### config.mk
export PLATFORM = sky130hd
export DESIGN_NAME = adc_spi_responder
export DESIGN_NICKNAME = d
export VERILOG_FILES = /design/src/rtl/psu_pkg.sv /design/src/rtl/sync_edge_det.sv /design/src/rtl/adc_spi_responder.sv
export SDC_FILE = /design/constraint.sdc
export NUM_CORES = 1
export LEC_CHECK = 0
export CORE_MARGIN = 1
export CORE_UTILIZATION = 25
export CTS_CLUSTER_DIAMETER = 30
export DETAILED_ROUTE_END_ITERATION = 7
export PLACE_DENSITY_LB_ADDON = 0.12
export SLEW_MARGIN = 0
export SYNTH_ARGS = -nofsm -noshare
export SYNTH_HDL_FRONTEND = slang
export SYNTH_HIERARCHICAL = 1
export SYNTH_SLANG_ARGS = --single-unit
export TNS_END_PERCENT = 10
### constraint.sdc
create_clock -name clk -period 2.25 [get_ports clk]
set_input_delay 0.3375 -clock clk [delete_from_list [all_inputs] [get_ports clk]]
set_output_delay 0.3375 -clock clk [all_outputs]
set_load 0.05 [all_outputs]
### src/rtl/psu_pkg.sv
// Shared definitions for the PSU ADC emulation blocks: word-format defaults
// and the responder frame state encoding.
package psu_pkg;

    localparam int ADC_WIDTH_DEF    = 12;
    localparam int LEAD_BITS_DEF    = 4;
    localparam int WORDS_PER_CS_DEF = 2;

    typedef enum logic [1:0] {
        IDLE  = 2'd0,
        LEAD  = 2'd1,
        DATA  = 2'd2,
        TRAIL = 2'd3
    } adc_state_e;

endpackage

### src/rtl/sync_edge_det.sv
// Two-flop synchronizer for an asynchronous pin, followed by a third flop
// that produces single-clk rise/fall pulses on the synchronized level.
module sync_edge_det #(
    parameter logic RESET_VAL = 1'b0
) (
    input  logic clk,
    input  logic rst,
    input  logic din,
    output logic rise,
    output logic fall
);

    logic meta;
    logic sync;
    logic sync_prev;

    // Synchronizer chain plus one history flop for edge detection.
    always_ff @(posedge clk) begin
        // NOTE: non-blocking assignments so every flop samples the pre-edge value of its neighbour.
        if (rst) begin
            meta      <= RESET_VAL;
            sync      <= RESET_VAL;
            sync_prev <= RESET_VAL;
        end else begin
            meta      <= din;
            sync      <= meta;
            sync_prev <= sync;
        end
    end

    assign rise = sync & ~sync_prev;
    assign fall = ~sync & sync_prev;

endmodule

### src/rtl/adc_spi_responder.sv
// SPI ADC emulator: serializes 12-bit samples as LEAD_BITS zeros plus
// MSB-first data, repeated WORDS_PER_CS times per cs-low window.
module adc_spi_responder
    import psu_pkg::*;
#(
    parameter int ADC_WIDTH    = ADC_WIDTH_DEF,
    parameter int LEAD_BITS    = LEAD_BITS_DEF,
    parameter int WORDS_PER_CS = WORDS_PER_CS_DEF
) (
    input  logic                 clk,
    input  logic                 rst,
    input  logic [ADC_WIDTH-1:0] sample_data,
    input  logic                 sample_valid,
    output logic                 sample_ready,
    input  logic                 cs,
    input  logic                 sck,
    output logic                 dout,
    output logic                 busy,
    output logic                 frame_done,
    output logic                 underrun,
    input  logic                 clr_underrun
);

    localparam int MAX_CNT = (LEAD_BITS > ADC_WIDTH) ? LEAD_BITS : ADC_WIDTH;
    localparam int CNT_W   = $clog2(MAX_CNT + 1);
    localparam int IDX_W   = $clog2(WORDS_PER_CS) + 1;

    localparam logic [CNT_W-1:0] LEAD_LAST = CNT_W'(LEAD_BITS - 1);
    localparam logic [CNT_W-1:0] DATA_LAST = CNT_W'(ADC_WIDTH - 1);
    localparam logic [IDX_W-1:0] WORD_LAST = IDX_W'(WORDS_PER_CS - 1);

    // Synchronized pin events.
    logic cs_rise;
    logic cs_fall;
    logic sck_fall;
    logic sck_rise_unused;

    // cs idles high, so its synchronizer resets high to avoid a false cs_fall.
    sync_edge_det #(.RESET_VAL(1'b1)) u_cs_sync (
        .clk  (clk),
        .rst  (rst),
        .din  (cs),
        .rise (cs_rise),
        .fall (cs_fall)
    );

    sync_edge_det #(.RESET_VAL(1'b0)) u_sck_sync (
        .clk  (clk),
        .rst  (rst),
        .din  (sck),
        .rise (sck_rise_unused),
        .fall (sck_fall)
    );

    adc_state_e           state,       state_next;
    logic [ADC_WIDTH-1:0] shreg,       shreg_next;
    logic [ADC_WIDTH-1:0] word_sample, word_sample_next;
    logic [ADC_WIDTH-1:0] hold,        hold_next;
    logic                 hold_full,   hold_full_next;
    logic [ADC_WIDTH-1:0] last_sample, last_sample_next;
    logic [CNT_W-1:0]     bit_cnt,     bit_cnt_next;
    logic [IDX_W-1:0]     word_idx,    word_idx_next;
    logic                 dout_q,      dout_next;
    logic                 done_q,      done_next;
    logic                 underrun_q,  underrun_next;
    logic                 underrun_set;

    // State register.
    always_ff @(posedge clk) begin
        if (rst) state <= IDLE;
        else     state <= state_next;
    end

    // Datapath and output registers; everything returns to reset on rst.
    always_ff @(posedge clk) begin
        if (rst) begin
            shreg       <= '0;
            word_sample <= '0;
            hold        <= '0;
            hold_full   <= 1'b0;
            last_sample <= '0;
            bit_cnt     <= '0;
            word_idx    <= '0;
            dout_q      <= 1'b0;
            done_q      <= 1'b0;
            underrun_q  <= 1'b0;
        end else begin
            shreg       <= shreg_next;
            word_sample <= word_sample_next;
            hold        <= hold_next;
            hold_full   <= hold_full_next;
            last_sample <= last_sample_next;
            bit_cnt     <= bit_cnt_next;
            word_idx    <= word_idx_next;
            dout_q      <= dout_next;
            done_q      <= done_next;
            underrun_q  <= underrun_next;
        end
    end

    // Next-state, framing and holding-register control.
    always_comb begin
        // NOTE: every signal gets a default first so no path leaves one unassigned (no latches).
        state_next       = state;
        shreg_next       = shreg;
        word_sample_next = word_sample;
        hold_next        = hold;
        hold_full_next   = hold_full;
        last_sample_next = last_sample;
        bit_cnt_next     = bit_cnt;
        word_idx_next    = word_idx;
        dout_next        = dout_q;
        done_next        = 1'b0;
        underrun_set     = 1'b0;

        // Ordinary handshake into the single-entry holding register.
        if (sample_valid && !hold_full) begin
            hold_next      = sample_data;
            hold_full_next = 1'b1;
        end

        unique case (state)
            IDLE: begin
                dout_next = 1'b0;
                if (cs_fall) begin
                    state_next    = LEAD;
                    bit_cnt_next  = '0;
                    word_idx_next = '0;
                    if (hold_full) begin
                        word_sample_next = hold;
                        hold_full_next   = 1'b0;
                    end else if (sample_valid) begin
                        // Bypass: the offered sample goes straight to the shifter.
                        word_sample_next = sample_data;
                        hold_full_next   = 1'b0;
                    end else begin
                        word_sample_next = last_sample;
                        underrun_set     = 1'b1;
                    end
                    shreg_next = word_sample_next;
                end
            end

            LEAD: begin
                dout_next = 1'b0;
                if (cs_rise) begin
                    state_next = IDLE;
                end else if (sck_fall) begin
                    if (bit_cnt == LEAD_LAST) begin
                        state_next   = DATA;
                        bit_cnt_next = '0;
                        dout_next    = shreg[ADC_WIDTH-1];
                        shreg_next   = {shreg[ADC_WIDTH-2:0], 1'b0};
                    end else begin
                        bit_cnt_next = bit_cnt + 1'b1;
                    end
                end
            end

            DATA: begin
                if (cs_rise) begin
                    state_next = IDLE;
                    dout_next  = 1'b0;
                end else if (sck_fall) begin
                    if (bit_cnt == DATA_LAST) begin
                        dout_next    = 1'b0;
                        bit_cnt_next = '0;
                        if (word_idx < WORD_LAST) begin
                            state_next    = LEAD;
                            shreg_next    = word_sample;
                            word_idx_next = word_idx + 1'b1;
                        end else begin
                            state_next       = TRAIL;
                            done_next        = 1'b1;
                            last_sample_next = word_sample;
                        end
                    end else begin
                        dout_next    = shreg[ADC_WIDTH-1];
                        shreg_next   = {shreg[ADC_WIDTH-2:0], 1'b0};
                        bit_cnt_next = bit_cnt + 1'b1;
                    end
                end
            end

            TRAIL: begin
                dout_next = 1'b0;
                if (cs_rise) state_next = IDLE;
            end

            default: state_next = IDLE;
        endcase

        // A new underrun outranks a simultaneous clear.
        if (underrun_set)      underrun_next = 1'b1;
        else if (clr_underrun) underrun_next = 1'b0;
        else                   underrun_next = underrun_q;
    end

    assign sample_ready = !hold_full;
    assign dout         = dout_q;
    assign busy         = (state != IDLE);
    assign frame_done   = done_q;
    assign underrun     = underrun_q;

endmodule

==> results of run 1 <==
-- worst max-delay path by stage --
stage	startpoint	end	slack (ps)	depth (start not counted)
finish	hold_full	sample_ready	200	2
global route	hold_full	hold[10]	30	4
CTS	hold_full	sample_ready	170	2
detailed placement	sample_valid	shreg[4]	210	6
global placement	sample_valid	shreg[5]	230	6
floorplan	state[1]	shreg[10]	390	7
-- stage by stage --
step                power [mW]  cells
floorplan                 1.92    370
CTS                       3.49    564
global route              3.64    564
detailed placement        2.17    549
finish                    3.44    564
global placement          2.17    549
-- cell type report --
type / instances / area, um2
inverter: 20 / 75.1
clock inverter: 3 / 15.0
timing repair buffer: 32 / 298
fill: 1309 / 8280
sequential: 66 / 1320
tap: 168 / 210
clock buffer: 12 / 256
multi-input combinational: 263 / 1610
-- sequential cells by signal, indices dropped and copies added (netlist names) --
name	cells
dout	1
word_sample	12
last_sample	12
state	2
hold_full	1
u_cs_sync/sync	1
u_sck_sync/meta	1
u_cs_sync/sync_prev	1
u_sck_sync/sync	1
u_sck_sync/sync_prev	1
frame_done	1
u_cs_sync/meta	1
bit_cnt	4
shreg	12
hold	12
word_idx	2
underrun	1
-- routing by layer --
| metal | global-route usage [%] | routed length [um] | up-vias |
|---|---|---|---|
| met5 | 0 | 0 | - |
| li1 | - | - | 1312 |
| met2 | 22.4 | 3810 | 33 |
| met4 | 5.00 | 121 | 0 |
| met3 | 3.61 | 212 | 7 |
| met1 | 18.0 | 4090 | 1232 |
-- critical path: cells and delay by family (launching register included) --
kind	cells	cell delay (ps)
flip-flops	1	890
buffers and inverters	2	490
-- cell usage in the layout (no fill, tap or decap), types with 2 or more instances in the layout --
cell type and count:
nand2_1 73, dfxtp_1 66, a21oi_1 37, mux2i_1 25, inv_1 20, clkdlybuf4s50_1 19, nor2_1 18, o21ai_0 16
nor2b_1 12, o211ai_1 11, or2_2 11, a32o_1 11, buf_4 11, clkbuf_16 9, ha_1 7, nand3b_1 5
nand2b_1 4, a211oi_1 3, clkinv_2 3, or2_1 3, nand4b_1 2, nor3_1 2, a311oi_1 2, nand3_1 2
clkbuf_8 2
-- power breakdown --
part | leakage [nW] | internal [mW] | switching (mW)
clock network | 0.138 | 0.794 | 0.503
registers | 0.536 | 1.25 | 0.0606
logic | 0.773 | 0.345 | 0.483
==> flow_metrics.py, run 1 <==
metrics = {
    "worst_setup_path": {
        "critical_path_cell_by_cell": "inv_1, buf_4",
        "critPathArrivalTime_ps": 1710,
        "worst_ep_required_time_ps": 1910,
        "worst-r2r-cell-count": 6,
        "crit_path_max_incr_delay_ps": 890,
        "r2r_end": "state[1]",
        "regToRegSetupSlack_ps": 210,
        "worstSetupPathType": "reg2out",
        "timing.critical_path.slowest_stage_cell": "dfxtp_1",
        "critical_path.endpoint_type": "output pin",
        "timing.rr.start": "state[1]",
        "startpoint_type": "register",
        "crit_path_max_fanout": 26,
    },
    "timing": {
        "fin_ws_ps": 205,
        "slew-limit-headroom_pct": 41.7,
        "hold_ws_ps": 399,
        "setup_repair_after_global_routing_missed_its_margin": "no",
        "timing.final.crit_share_pct": 90.9,
        "slew_violations": 0,
        "setup_total_negative_slack_ps": 0,
        "timing_worst_slew_pin_value_ps": 873,
        "finClkSkew_ps": 7.53,
        "min_period_ps": 2050,
        "finalHoldViolations": 0,
        "setup_violations": 0,
        "achievable-frequency_ghz": 0.489,
    },
    "worst_hold_path": {
        "whs_endpoint": "u_cs_sync/sync",
        "min-delay-start": "u_cs_sync/meta",
        "min_path_cells": 1,
        "hp-class": "reg2reg",
    },
    "placed_design": {
        "place_congestion": 0.771,
        "hpwl_mm": 5.32,
        "placement.io_buffers": 22,
        "post_dp_cell_area_um2": 3510,
        "dp_worst_setup_slack_ps": 212,
    },
    "floorplan": {
        "core-area_um2": 12100,
        "cell_row_count": 40,
        "pin_count": 23,
        "die_area_um2": 12900,
        "initial_utilization_pct": 25.8,
        "die_width_um": 114,
        "die-height_um": 114,
    },
    "grt": {
        "grt_start_max_net_pins": 37,
        "antenna_violations_before_repair": 0,
        "grt_overflow_total": 0,
        "grt.total_usage_pct": 13.9,
        "first_global_vias": 2538,
        "global_route_wire_length_before_repair_mm": 13.6,
    },
    "finish": {
        "postLayoutCoreUtil_pct": 31.4,
        "insertedDiodeCount": 0,
        "area_delta_synth_final_pct": 21.6,
        "post_route_cells_drive_above_1_share_pct": 10.9,
        "final_cell_area_um2": 3790,
        "fin_nets": 417,
    },
    "detailed_routing": {
        "drc_violation_count_after_routing": 0,
        "drt-initial-drc-count": 98,
        "drt_pass_1_iters": 4,
        "detail_route.wl_per_cell_um": 14.6,
        "vias": 2584,
        "ant_nets": 0,
        "post_drt_via_cell_ratio": 4.58,
        "wirelength_mm": 8.23,
    },
    "synthesis": {
        "synthesis.instances": 370,
        "synth.cell_area_um2": 3110,
        "synth_area_per_cell_um2": 8.41,
        "synth_nets": 395,
        "synthesis.yosys.warnings": 6,
    },
    "run": {
        "max-cap-violations": 0,
    },
    "cts": {
        "cts.root.buffer_cell": "clkbuf_16",
        "cts_max_level": 3,
        "cts_setup_buffers": 0,
        "cts-buffers-inserted": 9,
        "clk-insertion-delay-late_ps": 330,
        "path_clk_slew_ps": 60,
        "tritoncts_clock_tree": "built",
        "cts_max_path_buffers": 2,
        "cts_hold_buffers": 0,
        "clock_sinks": 66,
        "cts_resized": 0,
    },
    "outcome": {
        "run_status": "complete, no violations",
    },
    "power": {
        "power_per_cell_area_nw_per_um2": 908,
        "worst_ir_drop_vdd_v": 0.000315,
        "leakage_component_of_the_power_nw": 1.45,
    },
}
(Power assumes the default switching activity.)
==> inputs of run 2 (changes only) <==
--- a/config.mk
+++ b/config.mk
@@ -5,8 +5,9 @@
 export SDC_FILE = /design/constraint.sdc
 export NUM_CORES = 1
 export LEC_CHECK = 0
-export CORE_MARGIN = 1
+export CORE_MARGIN = 2
 export CORE_UTILIZATION = 25
+export CTS_BUF_LIST = sky130_fd_sc_hd__clkbuf_2 sky130_fd_sc_hd__clkbuf_4 sky130_fd_sc_hd__clkbuf_8
 export CTS_CLUSTER_DIAMETER = 30
 export DETAILED_ROUTE_END_ITERATION = 7
 export PLACE_DENSITY_LB_ADDON = 0.12
==> run 2 against run 1 <==
Clock skew rose by 5.9 ps; clock power decreased by 6%; register-to-register slack barely moved; fmax fell by 0.18%; combinational power about the same; sequential cell count stayed put; wire length is 2.0% lower; total power down 2.4%; core utilization down 0.13 points; non-clock buffer count increased by 2; critical path depth up 5; global-route usage decreased by 0.69 points; critical endpoint is now shreg[8]; largest cell class unchanged.
==> flow_metrics.py, run 2 (synthesis results as in run 1) <==
metrics = {
    "outcome": {
        "run_status": "complete, no violations",
    },
    "cts": {
        "cts_max_level": 3,
        "cts_max_path_buffers": 2,
        "cts_setup_buffers": 0,
        "clock_sinks": 66,
        "cts-buffers-inserted": 9,
        "cts_hold_buffers": 0,
        "path_clk_slew_ps": 80,
        "tritoncts_clock_tree": "built",
        "cts_resized": 0,
        "cts.root.buffer_cell": "clkbuf_8",
        "clk-insertion-delay-late_ps": 340,
    },
    "detailed_routing": {
        "topRoutingLayerUsed": "met4",
        "detail_route.wl_per_cell_um": 14.2,
        "vias": 2550,
        "wirelength_mm": 8.07,
        "ant_nets": 0,
        "met2RoutedLength_mm": 3.76,
        "drt_pass_1_iters": 5,
        "drc_violation_count_after_routing": 0,
        "drt-initial-drc-count": 92,
        "dr_wl_met3_um": 320,
        "met1_wl_mm": 3.88,
        "post_drt_via_cell_ratio": 4.50,
    },
    "timing": {
        "timing_worst_slew_pin_value_ps": 859,
        "slew-limit-headroom_pct": 42.6,
        "slew_violations": 0,
        "setup_violations": 0,
        "timing.final.crit_share_pct": 91.1,
        "setup_total_negative_slack_ps": 0,
        "finalHoldViolations": 0,
        "setup_repair_after_global_routing_missed_its_margin": "no",
        "achievable-frequency_ghz": 0.488,
        "min_period_ps": 2050,
        "finClkSkew_ps": 13.4,
    },
    "placed_design": {
        "placement.io_buffers": 22,
        "post_dp_cell_area_um2": 3530,
        "place_congestion": 0.773,
        "hpwl_mm": 5.36,
        "place.detailed.instances": 551,
    },
    "finish": {
        "finish.cell_count_without_fillers": 567,
        "layout.cells.most_common_list": "73 x nand2_1, 66 x dfxtp_1, 37 x a21oi_1, 25 x mux2i_1, 20 x inv_1",
        "fillerInstances": 1300,
        "fin_nets": 419,
        "area_delta_synth_final_pct": 21.1,
        "mostFrequentLayoutCell": "nand2_1",
        "post_route_cells_drive_above_1_share_pct": 11.8,
        "final_cell_area_um2": 3770,
        "insertedDiodeCount": 0,
    },
    "floorplan": {
        "die_area_um2": 13400,
        "initial_utilization_pct": 25.8,
        "die_width_um": 116,
        "die-height_um": 116,
        "cell_row_count": 40,
        "pin_count": 23,
        "core-area_um2": 12100,
    },
    "worst_setup_path": {
        "path_delay_family": "simple AND/OR/NAND/NOR gates",
        "worst_ep_required_time_ps": 2540,
        "crit_path_max_fanout": 11,
        "timing.critical_path.slowest_stage_cell": "dfxtp_1",
        "critical_path.endpoint_type": "register",
        "crit_path_max_incr_delay_ps": 410,
        "critical_path_cell_by_cell": "inv_1, ha_1, or2_4, a211oi_4, buf_4, and3_4, a32o_1",
        "worstSetupPathType": "reg2reg",
        "worst-r2r-cell-count": 7,
        "worstSetupPathDepth": 7,
        "regToRegSetupSlack_ps": 200,
        "critPathArrivalTime_ps": 2330,
        "crit_buf_inv": 2,
        "startpoint_type": "register",
    },
    "grt": {
        "antenna_violations_before_repair": 0,
        "grt_overflow_total": 0,
        "grt.total_usage_pct": 13.3,
        "grt_start_max_net_pins": 32,
        "global_route_wire_length_before_repair_mm": 13.4,
        "first_global_vias": 2533,
    },
    "power": {
        "power_per_cell_area_nw_per_um2": 891,
        "leakage_component_of_the_power_nw": 1.44,
        "worst_ir_drop_vdd_v": 0.000433,
    },
    "worst_hold_path": {
        "hp-class": "in2reg",
        "min_path_cells": 2,
    },
    "run": {
        "max-cap-violations": 0,
    },
}
==> run 2: changes by cell type in the layout (fill, tap and decap cells not counted), moves of 2 or more <==
cell,change
buf_4,+2
bufinv_16,+3
clkbuf_16,-9
clkbuf_8,+7
==> run 2: layout make-up <==
cell class                 instances  area [um2]  share of cell area, %
timing repair buffer              34         313                   8.30
inverter                          20        75.1                   1.99
sequential                        66        1320                   35.0
clock inverter                     7         116                   3.09
tap                              168         210                   5.58
multi-input combinational        263        1610                   42.7
clock buffer                       9         124                   3.29
==> run 2: final timing paths <==
kind                                  endpoint            from
worst min-delay path            last_sample[5]             rst
worst max-delay path                  shreg[8]        state[1]
worst max register to register        shreg[8]        state[1]
worst min register to register  u_cs_sync/sync  u_cs_sync/meta
==> run 2: metal layers <==
layer	global-route usage (%)	vias to the layer above
met5	0	-
met4	5.38	0
met3	3.24	9
met2	22.0	49
met1	16.5	1175
li1	-	1317
==> run 2: power breakdown <==
part	total [mW]	internal (mW)	switching (mW)
Clock	1.22	0.736	0.480
Sequential	1.31	1.25	0.0606
Combinational	0.830	0.348	0.482
==> run 2: metrics by stage <==
| stage | hold WS [ps] | setup slack, ps | total power [mW] | util [%] |
|---|---|---|---|---|
| after floorplan | 383 | 387 | 1.92 | - |
| after global placement | 394 | 215 | 2.18 | 29.3 |
| after detailed placement | 399 | 192 | 2.18 | 29.3 |
| after CTS | 340 | 159 | 3.42 | 31.3 |
| after global routing | 345 | 48.5 | 3.57 | 31.3 |
| final | 358 | 201 | 3.36 | 31.3 |
